### config.mk
export PLATFORM = sky130hd
export DESIGN_NAME = uart_mmio_responder
export DESIGN_NICKNAME = d
export VERILOG_FILES = /design/src/rtl/uart_mmio_responder_pkg.sv /design/src/rtl/uart_mmio_responder_rx_fifo.sv /design/src/rtl/uart_mmio_responder.sv
export SDC_FILE = /design/constraint.sdc
export NUM_CORES = 1
export LEC_CHECK = 0
export ABC_AREA = 0
export CAP_MARGIN = 20
export CORE_MARGIN = 5
export CORE_UTILIZATION = 55
export DETAILED_ROUTE_END_ITERATION = 12
export GPL_ROUTABILITY_DRIVEN = 0
export GPL_TIMING_DRIVEN = 0
export PLACE_DENSITY = 0.88
export SLEW_MARGIN = 25
export SYNTH_ARGS = -nofsm -noshare
export SYNTH_HDL_FRONTEND = slang
export SYNTH_HIERARCHICAL = 1
export SYNTH_SLANG_ARGS = --single-unit
### constraint.sdc
create_clock -name clk -period 7.18 [get_ports clk]
set_clock_uncertainty 0.1 [all_clocks]
set_input_delay 1.077 -clock clk [delete_from_list [all_inputs] [get_ports clk]]
set_output_delay 1.077 -clock clk [all_outputs]
set_load 0.02 [all_outputs]
### src/rtl/uart_mmio_responder_pkg.sv
// Shared definitions for the 0x8000_00xx MMIO window.
// The execute-stage UART decode imports the same address constants.
package uart_mmio_responder_pkg;

    localparam logic [31:0] ADDR_CTRL = 32'h8000_0000;
    localparam logic [31:0] ADDR_RXD  = 32'h8000_0004;
    localparam logic [31:0] ADDR_TXD  = 32'h8000_0008;
    localparam logic [31:0] ADDR_CYC  = 32'h8000_0010;
    localparam logic [31:0] ADDR_INS  = 32'h8000_0014;
    localparam logic [31:0] ADDR_RST  = 32'h8000_0018;
    localparam logic [31:0] ADDR_BCC  = 32'h8000_001c;
    localparam logic [31:0] ADDR_BCCS = 32'h8000_0020;

    typedef enum logic [3:0] {
        SEL_NONE = 4'd0,
        SEL_CTRL = 4'd1,
        SEL_RXD  = 4'd2,
        SEL_TXD  = 4'd3,
        SEL_CYC  = 4'd4,
        SEL_INS  = 4'd5,
        SEL_RST  = 4'd6,
        SEL_BCC  = 4'd7,
        SEL_BCCS = 4'd8
    } reg_sel_e;

    typedef enum logic {
        TX_EMPTY = 1'b0,
        TX_FULL  = 1'b1
    } tx_state_e;

    // Exact 32-bit match; anything else is a miss.
    function automatic reg_sel_e decode_addr(input logic [31:0] addr);
        reg_sel_e sel;
        case (addr)
            ADDR_CTRL: sel = SEL_CTRL;
            ADDR_RXD:  sel = SEL_RXD;
            ADDR_TXD:  sel = SEL_TXD;
            ADDR_CYC:  sel = SEL_CYC;
            ADDR_INS:  sel = SEL_INS;
            ADDR_RST:  sel = SEL_RST;
            ADDR_BCC:  sel = SEL_BCC;
            ADDR_BCCS: sel = SEL_BCCS;
            default:   sel = SEL_NONE;
        endcase
        return sel;
    endfunction

endpackage

### src/rtl/uart_mmio_responder_rx_fifo.sv
// Synchronous FIFO for received UART bytes; pointers carry one extra wrap bit
// so full and empty are distinguishable without a separate counter.
module mmio_rx_fifo #(
    parameter int WIDTH = 8,
    parameter int DEPTH = 8
) (
    input  logic             clk,
    input  logic             reset,
    input  logic             push,
    input  logic             pop,
    input  logic [WIDTH-1:0] wdata,
    output logic [WIDTH-1:0] head,
    output logic             full,
    output logic             empty
);

    localparam int AW = $clog2(DEPTH);

    logic [WIDTH-1:0] mem_r [DEPTH];
    logic [AW:0]      wr_ptr_r;
    logic [AW:0]      rd_ptr_r;
    logic             push_ok_s;
    logic             pop_ok_s;

    assign empty     = (wr_ptr_r == rd_ptr_r);
    assign full      = (wr_ptr_r[AW] != rd_ptr_r[AW]) &&
                       (wr_ptr_r[AW-1:0] == rd_ptr_r[AW-1:0]);
    assign push_ok_s = push & ~full;
    assign pop_ok_s  = pop & ~empty;
    assign head      = mem_r[rd_ptr_r[AW-1:0]];

    // Pointer update; reset discards any stored bytes.
    always_ff @(posedge clk or negedge reset) begin
        if (!reset) begin
            wr_ptr_r <= '0;
            rd_ptr_r <= '0;
        end else begin
            if (push_ok_s) begin
                wr_ptr_r <= wr_ptr_r + (AW+1)'(1);
            end
            if (pop_ok_s) begin
                rd_ptr_r <= rd_ptr_r + (AW+1)'(1);
            end
        end
    end

    // Storage array write port.
    always_ff @(posedge clk) begin
        if (push_ok_s) begin
            mem_r[wr_ptr_r[AW-1:0]] <= wdata;
        end
    end

endmodule

### src/rtl/uart_mmio_responder.sv
// MMIO responder for UART control/status, RX/TX data and performance counters.
// Load data is registered so it lines up with the synchronous DMEM read path.
module uart_mmio_responder
    import uart_mmio_responder_pkg::*;
#(
    parameter int RX_DEPTH = 8,
    parameter int CNT_W    = 32
) (
    input  logic        clk,
    input  logic        reset,
    input  logic [31:0] mmio_addr,
    input  logic [31:0] mmio_wdata,
    input  logic        mmio_we,
    input  logic        mmio_re,
    input  logic        mmio_stall,
    input  logic        inst_retired,
    input  logic        br_retired,
    input  logic        br_correct,
    output logic [31:0] mmio_rdata,
    output logic        mmio_hit,
    output logic [7:0]  uart_tx_data,
    output logic        uart_tx_valid,
    input  logic        uart_tx_ready,
    input  logic [7:0]  uart_rx_data,
    input  logic        uart_rx_valid,
    output logic        uart_rx_ready
);

    reg_sel_e         sel_s;
    logic             wr_acc_s;
    logic             rd_acc_s;
    logic             tx_wr_s;
    logic             ctrl_wr_s;
    logic             cnt_clr_s;
    logic             rx_push_s;
    logic             rx_pop_s;
    logic             rx_full_s;
    logic             rx_empty_s;
    logic [7:0]       rx_head_s;
    logic [31:0]      rd_val_s;
    logic             ovf_set_s;
    logic             wdata_unused_s;

    tx_state_e        tx_state_r;
    tx_state_e        tx_state_nxt_s;
    logic [7:0]       tx_data_r;
    logic [7:0]       tx_data_nxt_s;
    logic             tx_ovf_r;
    logic             tx_ovf_nxt_s;
    logic [31:0]      rdata_r;
    logic [CNT_W-1:0] cyc_r;
    logic [CNT_W-1:0] ins_r;
    logic [CNT_W-1:0] bcc_r;
    logic [CNT_W-1:0] bccs_r;

    assign sel_s          = decode_addr(mmio_addr);
    assign mmio_hit       = (sel_s != SEL_NONE);
    // A simultaneous load+store strobe is treated as a store only.
    assign wr_acc_s       = mmio_we & ~mmio_stall;
    assign rd_acc_s       = mmio_re & ~mmio_we & ~mmio_stall;
    assign tx_wr_s        = wr_acc_s & (sel_s == SEL_TXD);
    assign ctrl_wr_s      = wr_acc_s & (sel_s == SEL_CTRL);
    assign cnt_clr_s      = wr_acc_s & (sel_s == SEL_RST);
    assign rx_push_s      = uart_rx_valid & ~rx_full_s;
    assign rx_pop_s       = rd_acc_s & (sel_s == SEL_RXD) & ~rx_empty_s;
    assign uart_rx_ready  = ~rx_full_s;
    assign uart_tx_valid  = (tx_state_r == TX_FULL);
    assign uart_tx_data   = tx_data_r;
    assign mmio_rdata     = rdata_r;
    assign wdata_unused_s = ^mmio_wdata[31:8];

    mmio_rx_fifo #(
        .WIDTH (8),
        .DEPTH (RX_DEPTH)
    ) u_rx_fifo (
        .clk   (clk),
        .reset (reset),
        .push  (rx_push_s),
        .pop   (rx_pop_s),
        .wdata (uart_rx_data),
        .head  (rx_head_s),
        .full  (rx_full_s),
        .empty (rx_empty_s)
    );

    // TX buffer next-state: a write in the draining cycle reloads without a bubble.
    always_comb begin
        tx_state_nxt_s = tx_state_r;
        tx_data_nxt_s  = tx_data_r;
        ovf_set_s      = 1'b0;
        case (tx_state_r)
            TX_EMPTY: begin
                if (tx_wr_s) begin
                    tx_state_nxt_s = TX_FULL;
                    tx_data_nxt_s  = mmio_wdata[7:0];
                end else begin
                    tx_state_nxt_s = TX_EMPTY;
                end
            end
            TX_FULL: begin
                if (tx_wr_s && uart_tx_ready) begin
                    tx_state_nxt_s = TX_FULL;
                    tx_data_nxt_s  = mmio_wdata[7:0];
                end else if (uart_tx_ready) begin
                    tx_state_nxt_s = TX_EMPTY;
                end else if (tx_wr_s) begin
                    ovf_set_s      = 1'b1;
                end else begin
                    tx_state_nxt_s = TX_FULL;
                end
            end
            default: begin
                tx_state_nxt_s = TX_EMPTY;
            end
        endcase
        if (ctrl_wr_s) begin
            tx_ovf_nxt_s = 1'b0;
        end else begin
            tx_ovf_nxt_s = tx_ovf_r | ovf_set_s;
        end
    end

    // Load data mux; write-only and unmapped addresses read as zero.
    always_comb begin
        rd_val_s = 32'h0000_0000;
        case (sel_s)
            SEL_CTRL: rd_val_s = {29'b0, tx_ovf_r, ~rx_empty_s, (tx_state_r == TX_EMPTY)};
            SEL_RXD: begin
                if (!rx_empty_s) begin
                    rd_val_s = {24'b0, rx_head_s};
                end else begin
                    rd_val_s = 32'h0000_0000;
                end
            end
            SEL_CYC:  rd_val_s = 32'(cyc_r);
            SEL_INS:  rd_val_s = 32'(ins_r);
            SEL_BCC:  rd_val_s = 32'(bcc_r);
            SEL_BCCS: rd_val_s = 32'(bccs_r);
            default:  rd_val_s = 32'h0000_0000;
        endcase
    end

    // TX buffer, overflow flag and registered load data.
    always_ff @(posedge clk or negedge reset) begin
        if (!reset) begin
            tx_state_r <= TX_EMPTY;
            tx_data_r  <= 8'h00;
            tx_ovf_r   <= 1'b0;
            rdata_r    <= 32'h0000_0000;
        end else begin
            tx_state_r <= tx_state_nxt_s;
            tx_data_r  <= tx_data_nxt_s;
            tx_ovf_r   <= tx_ovf_nxt_s;
            if (rd_acc_s) begin
                rdata_r <= rd_val_s;
            end
        end
    end

    // Performance counters; a counter-reset store wins over this cycle's increments.
    always_ff @(posedge clk or negedge reset) begin
        if (!reset) begin
            cyc_r  <= '0;
            ins_r  <= '0;
            bcc_r  <= '0;
            bccs_r <= '0;
        end else if (cnt_clr_s) begin
            cyc_r  <= '0;
            ins_r  <= '0;
            bcc_r  <= '0;
            bccs_r <= '0;
        end else begin
            cyc_r  <= cyc_r + CNT_W'(1);
            ins_r  <= ins_r + CNT_W'(inst_retired);
            bcc_r  <= bcc_r + CNT_W'(br_retired);
            bccs_r <= bccs_r + CNT_W'(br_retired & br_correct);
        end
    end

endmodule

# After elaboration in Yosys (flattened, before gate mapping)

Memories as Yosys holds them, arrays and structs flattened.
Cells that the tools add are included.

Register bits: 178
Bits in latches: 0
Bits in writable memories: 64
Memory bits (read-only): 0
Bits of input ports: 82
Output and inout port bits: 43
Word-level logic and storage cells: 80
Memories kept: 1

Add/subtract/negate cells: 6
$mul: 0
Div/mod/pow operators: 0
$lt $le $gt $ge: 0
Equal/unequal tests: 21
Shift-type cells: 0
Muxes and demuxes: 20
Bitwise logic cells: 18
Reduce and logical (&&, ||, !) cells: 4

Memories:

| memory          | depth | bits a word | rd ports | clocked after memory_dff | write ports | RTL line                          | source |
|---|---|---|---|---|---|---|---|
| u_rx_fifo.mem_r | 8     | 8           | 1        | 0                        | 1           | uart_mmio_responder_rx_fifo.sv:19 | `logic [WIDTH-1:0] mem_r [DEPTH];` |

Operators with widths:

| kind                  | number |
|---|---|
| $eq 32x32->1 const B  | 8 |
| $pmux 32 s6           | 1 |
| $mux 32               | 4 |
| $add 32x1->32         | 3 |
| $add 32x1->32 const B | 1 |
| $pmux 4 s8            | 1 |
| $mux 8                | 3 |
| $eq 4x3->1 const B    | 4 |
| $pmux 8 s2            | 1 |
| $and 1x1->1           | 12 |
| $mux 1                | 9 |
| $add 4x1->4 const B   | 2 |
| $eq 4x2->1 const B    | 2 |
| $not 1->1             | 5 |
| $eq 4x1->1 const B    | 1 |
| $eq 4x4->1            | 1 |
| $eq 4x4->1 const B    | 1 |
| $reduce_bool 4->1     | 1 |
| $eq 3x3->1            | 1 |
| $logic_and 1x1->1     | 2 |
| $ne 2x1->1 const B    | 1 |
| $ne 2x2->1 const B    | 1 |
| $pmux 1 s2            | 1 |
| $reduce_and 2->1      | 1 |
| other kinds (2)       | 2 |

# Depth between registers and ports, before layout

Depth in word-level cells: 10
Depth in mapped cells: 12
Depth with buffers taken out: 10

# Modules after synthesis

Netlist, hierarchy kept.

By module, submodules not included:

| module              | instances | cells an instance | area each (µm²) | seq. area each (µm²) |
|---|---|---|---|---|
| uart_mmio_responder | 1         | 940               | 8851.0          | 4254.1 |
| mmio_rx_fifo        | 1         | 151               | 3173.0          | 2122.0 |

# Worst setup path after synthesis

OpenSTA, ideal clock, no wires.

Path type: input port to output port
From: input port mmio_addr[8]
To: output port mmio_hit
Data arrival time: 2.121 ns
Data required time: 6.003 ns
Setup slack: 3.882 ns
Stages on the path: 4
Buffers on the path: 0
Cell sequence: nor4_1 -> and4_1 -> nand4_2 -> a21oi_1

Word-level cells in the longest chain between the ends: 3
Elaborated cells between the ends (all ways): 10
Those cells by class: eq/ne: 8; mux: 1; reduce/logical: 1

RTL lines:

| what                  | RTL line                      | source |
|---|---|---|
| start: declaration    | uart_mmio_responder.sv:11     | `input logic [31:0] mmio_addr,` |
| $eq 32x32->1          | uart_mmio_responder_pkg.sv:34 | `case (addr)` |
| $pmux 4 s8 (*)        | uart_mmio_responder_pkg.sv:34 |  |
| $reduce_bool 4->1 (*) | uart_mmio_responder.sv:57     | `assign mmio_hit = (sel_s != SEL_NONE);` |
| end: declaration      | uart_mmio_responder.sv:20     | `output logic mmio_hit,` |

Every way passes the cells marked *; elsewhere a longest branch is shown, timed or not.

# Final worst setup path

From: input port mmio_addr[7]
To: output port mmio_hit

The elaborated chain is that of the path after synthesis.

==> results.tsv <==
stage	metric	value	unit
global_routing	grt_pass1_wl	49.5	mm
cts	cts_buffer_depth	3	
sta	fmax	233	MHz
setup_path	slowest_stage	clkdlybuf4s50_1	
yosys	synth_nets	1182	
yosys	ys_top_cells_by_area	dfrtp_1 (37%), edfxtp_1 (16%), nor2_1 (5.7%)	
cells_and_area	final_area	0.0144	mm²
min_path	hold_path_class	input port to async pin	
global_routing	grt_max_degree	86	
floorplan	num_rows	54	
sta	drv_slew	0	
setup_path	critPathMaxFanout	9	
floorplan	die_w	158	µm
setup_path	worstSetupPathType	input port to primary output	
setup_path	end_kind	primary output	
setup_path	timing.rr.start	u_rx_fifo/wr_ptr_r[0]	
setup_path	r2r_slack	3.65	ns
setup_path	crit_chain	clkdlybuf4s50_1 -> nor4_1 -> and4_1 -> nand4_2 -> a21oi_1 -> clkdlybuf4s50_1	
detailed_routing	dr.first_iter.drc_count	745	
setup_path	rr_worst_depth	11	
place	place_hpwl	21.5	mm
setup_path	crit_start	mmio_addr[7]	
yosys	yosys-top-cells-count	nor2_1 (183), dfrtp_1 (178), nand2_1 (73)	
setup_path	critPathTopFamily	buffers and inverters	
cts	cts-resized-gates	0	
yosys	synth-edff-count	64	
cts	cts_tree	yes	
global_routing	antenna_found_initial	0	
sta	setup_viol	0	
detailed_routing	ant_nets	0	
yosys	ys_seq_area_share	53.0	%
yosys	ys.flop_type	dfrtp_1	
yosys	synth_area_per_cell	11.0	µm²
global_routing	grt_pass1_vias	9392	
setup_path	reg2reg_to	u_rx_fifo/rd_ptr_r[1]	
setup_path	crit_buf_inv	2	
detailed_routing	drc	0	
cts	worst_skew_pair.late_latency	0.52	ns
global_routing	overflow	0	
global_routing	groute.usage.overall	24.9	%
outcome	outcome	complete, no violations	
place	place.port_buffers	96	
place	placed_cell_area	0.0134	mm²
pwr	leakagePower	5.69	nW
sta	hold_violations	0	
cells_and_area	post-route-util	66.2	%
pwr	max-vdd-ir-drop	180	µV
yosys	ys_seq_elements	242	
cts	cts_num_sinks	242	
setup_path	cp_common_cell	clkdlybuf4s50_1	
cells_and_area	drive_above_1_share	8.65	%
cts	htreeDepth	1	
setup_path	max_stage_delay	0.65	ns
pwr	power	0.00359	W
cts	clockRootBuffer	clkbuf_16	
yosys	async_flop_share	73.6	%
detailed_routing	wl_per_cell	20.1	µm
detailed_routing	routed_wirelength	30.5	mm
setup_path	arrival	3.12	ns
cts	cts_buffers	26	
floorplan	fp.dieH	158	µm
yosys	ys_warn_count	6	
yosys	yosysMostFrequentCell	nor2_1	
detailed_routing	vias	9194	
sta	max_slew_margin	34.7	%
flow_run	maxCapViolCount	0	
cts	cts_hold_buffers	0	
floorplan	fp.coreArea	0.0217	mm²
cells_and_area	diodes	0	
cts	cts_setup_buffers	0	
yosys	syn-cell-area	0.0120	mm²
cells_and_area	fin_nets	1308	
setup_path	cp.depth	6	
cells_and_area	syn_to_final_growth	19.4	%
cells_and_area	fin_cells	1517	
pwr	powerDensity	250	mW/mm²
yosys	post-synth-top-area-cell	dfrtp_1	
sta	rsz0062_at_grt	false	
yosys	synthCells	1091	
detailed_routing	vias_per_cell	6.06	
floorplan	die_area	0.0249	mm²
sta	tns	0	ns
setup_path	start_kind	input port	
cts	path_clk_slew	0.06	ns
yosys	synth_top_area_share	37.0	%
setup_path	cp_data_required_time	6.00	ns
floorplan	initial_utilization	55.4	%
sta	layout_min_cycle_time	4.30	ns
sta	tightestPinTransition	0.971	ns
yosys	synth_cell_types	62	
floorplan	ioPinCount	125	
place	dp_cells	1469	
detailed_routing	first_pass_iters	5	
sta	post-route-period-util	59.8	%
[layer usage]
metal	share of wire [%]	track usage [%]
met2	50	43.2
met1	40	32.7
met4	3.3	7.87
met3	6.4	3.50
met5	0	0
[how the worst max path moves through the flow]
stage	end	slack (ns)
CTS	mmio_hit	2.89
floorplan	mmio_hit	3.88
global placement	cyc_r[25]	-2.27
global route	mmio_hit	2.82
finish	mmio_hit	2.88
detailed placement	mmio_hit	2.90
[logic make-up (layout without fill, tap and decap cells)]
logic type	count (synthesis)	after routing	share of synthesized area (%)
xor gates and xnor gates	125	125	9.48
AOI/OAI and AO/OA	98	98	6.12
muxes	66	66	7.91
DFF	242	242	53.0
buffers and inverters	68	214	2.57
and+or+nand+nor	483	483	20.0
adders and majority gates	9	9	0.937
[layout by cell type, fill, tap and decap left out, types with 7 or more instances in the layout]
cell	count
mux2_1	8
clkbuf_16	27
nand3_1	55
a211oi_1	7
o21ai_1	26
nand4_1	43
and4_1	8
buf_2	15
a221oi_1	25
nor2_1	183
nand2_1	73
xnor2_1	57
nor3_1	24
buf_1	9
edfxtp_1	64
mux4_2	7
and2_1	11
xor2_1	65
mux4_1	9
a21oi_1	10
clkbuf_1	29
ha_1	9
dfrtp_1	178
mux2_4	9
mux2i_1	32
nor4_1	22
and3_1	14
clkdlybuf4s50_1	95
nor2b_1	16
inv_1	13
[final cells by class]
type                            instances  area (µm²)
Fill cell                            1514        7330
Sequential cell                       242        6380
Multi-Input combinational cell        781        5360
Timing Repair Buffer                   98        1020
Clock buffer                           32         724
Tap cell                              280         350
Buffer                                 55         260
Clock inverter                         16         214
Inverter                               13        48.8
[where the power goes]
| group | switching, W | leakage, nW | internal [W] |
|---|---|---|---|
| sequential | 0.000108 | 3.00 | 0.00154 |
| clock | 0.000557 | 0.451 | 0.000896 |
| combinational | 0.000286 | 2.24 | 0.000199 |
[flip-flops by register name, indices dropped and copies added, names as in the netlist]
signal and cells:
u_rx_fifo/wr_ptr_r 4, cyc_r 32, uart_tx_valid 1, bcc_r 32, u_rx_fifo/rd_ptr_r 4, bccs_r 32
uart_tx_data 8, ins_r 32, mmio_rdata 32, u_rx_fifo/mem_r 64, tx_ovf_r 1
[metrics by stage]
step,setup WS (ns),hold WS [ns]
floorplan,3.88,0.370
global placement,-2.27,0.369
detailed placement,2.90,0.377
CTS,2.89,0.338
global route,2.82,0.351
finish,2.88,0.333
Note: power is estimated with default switching activity, not from simulation.
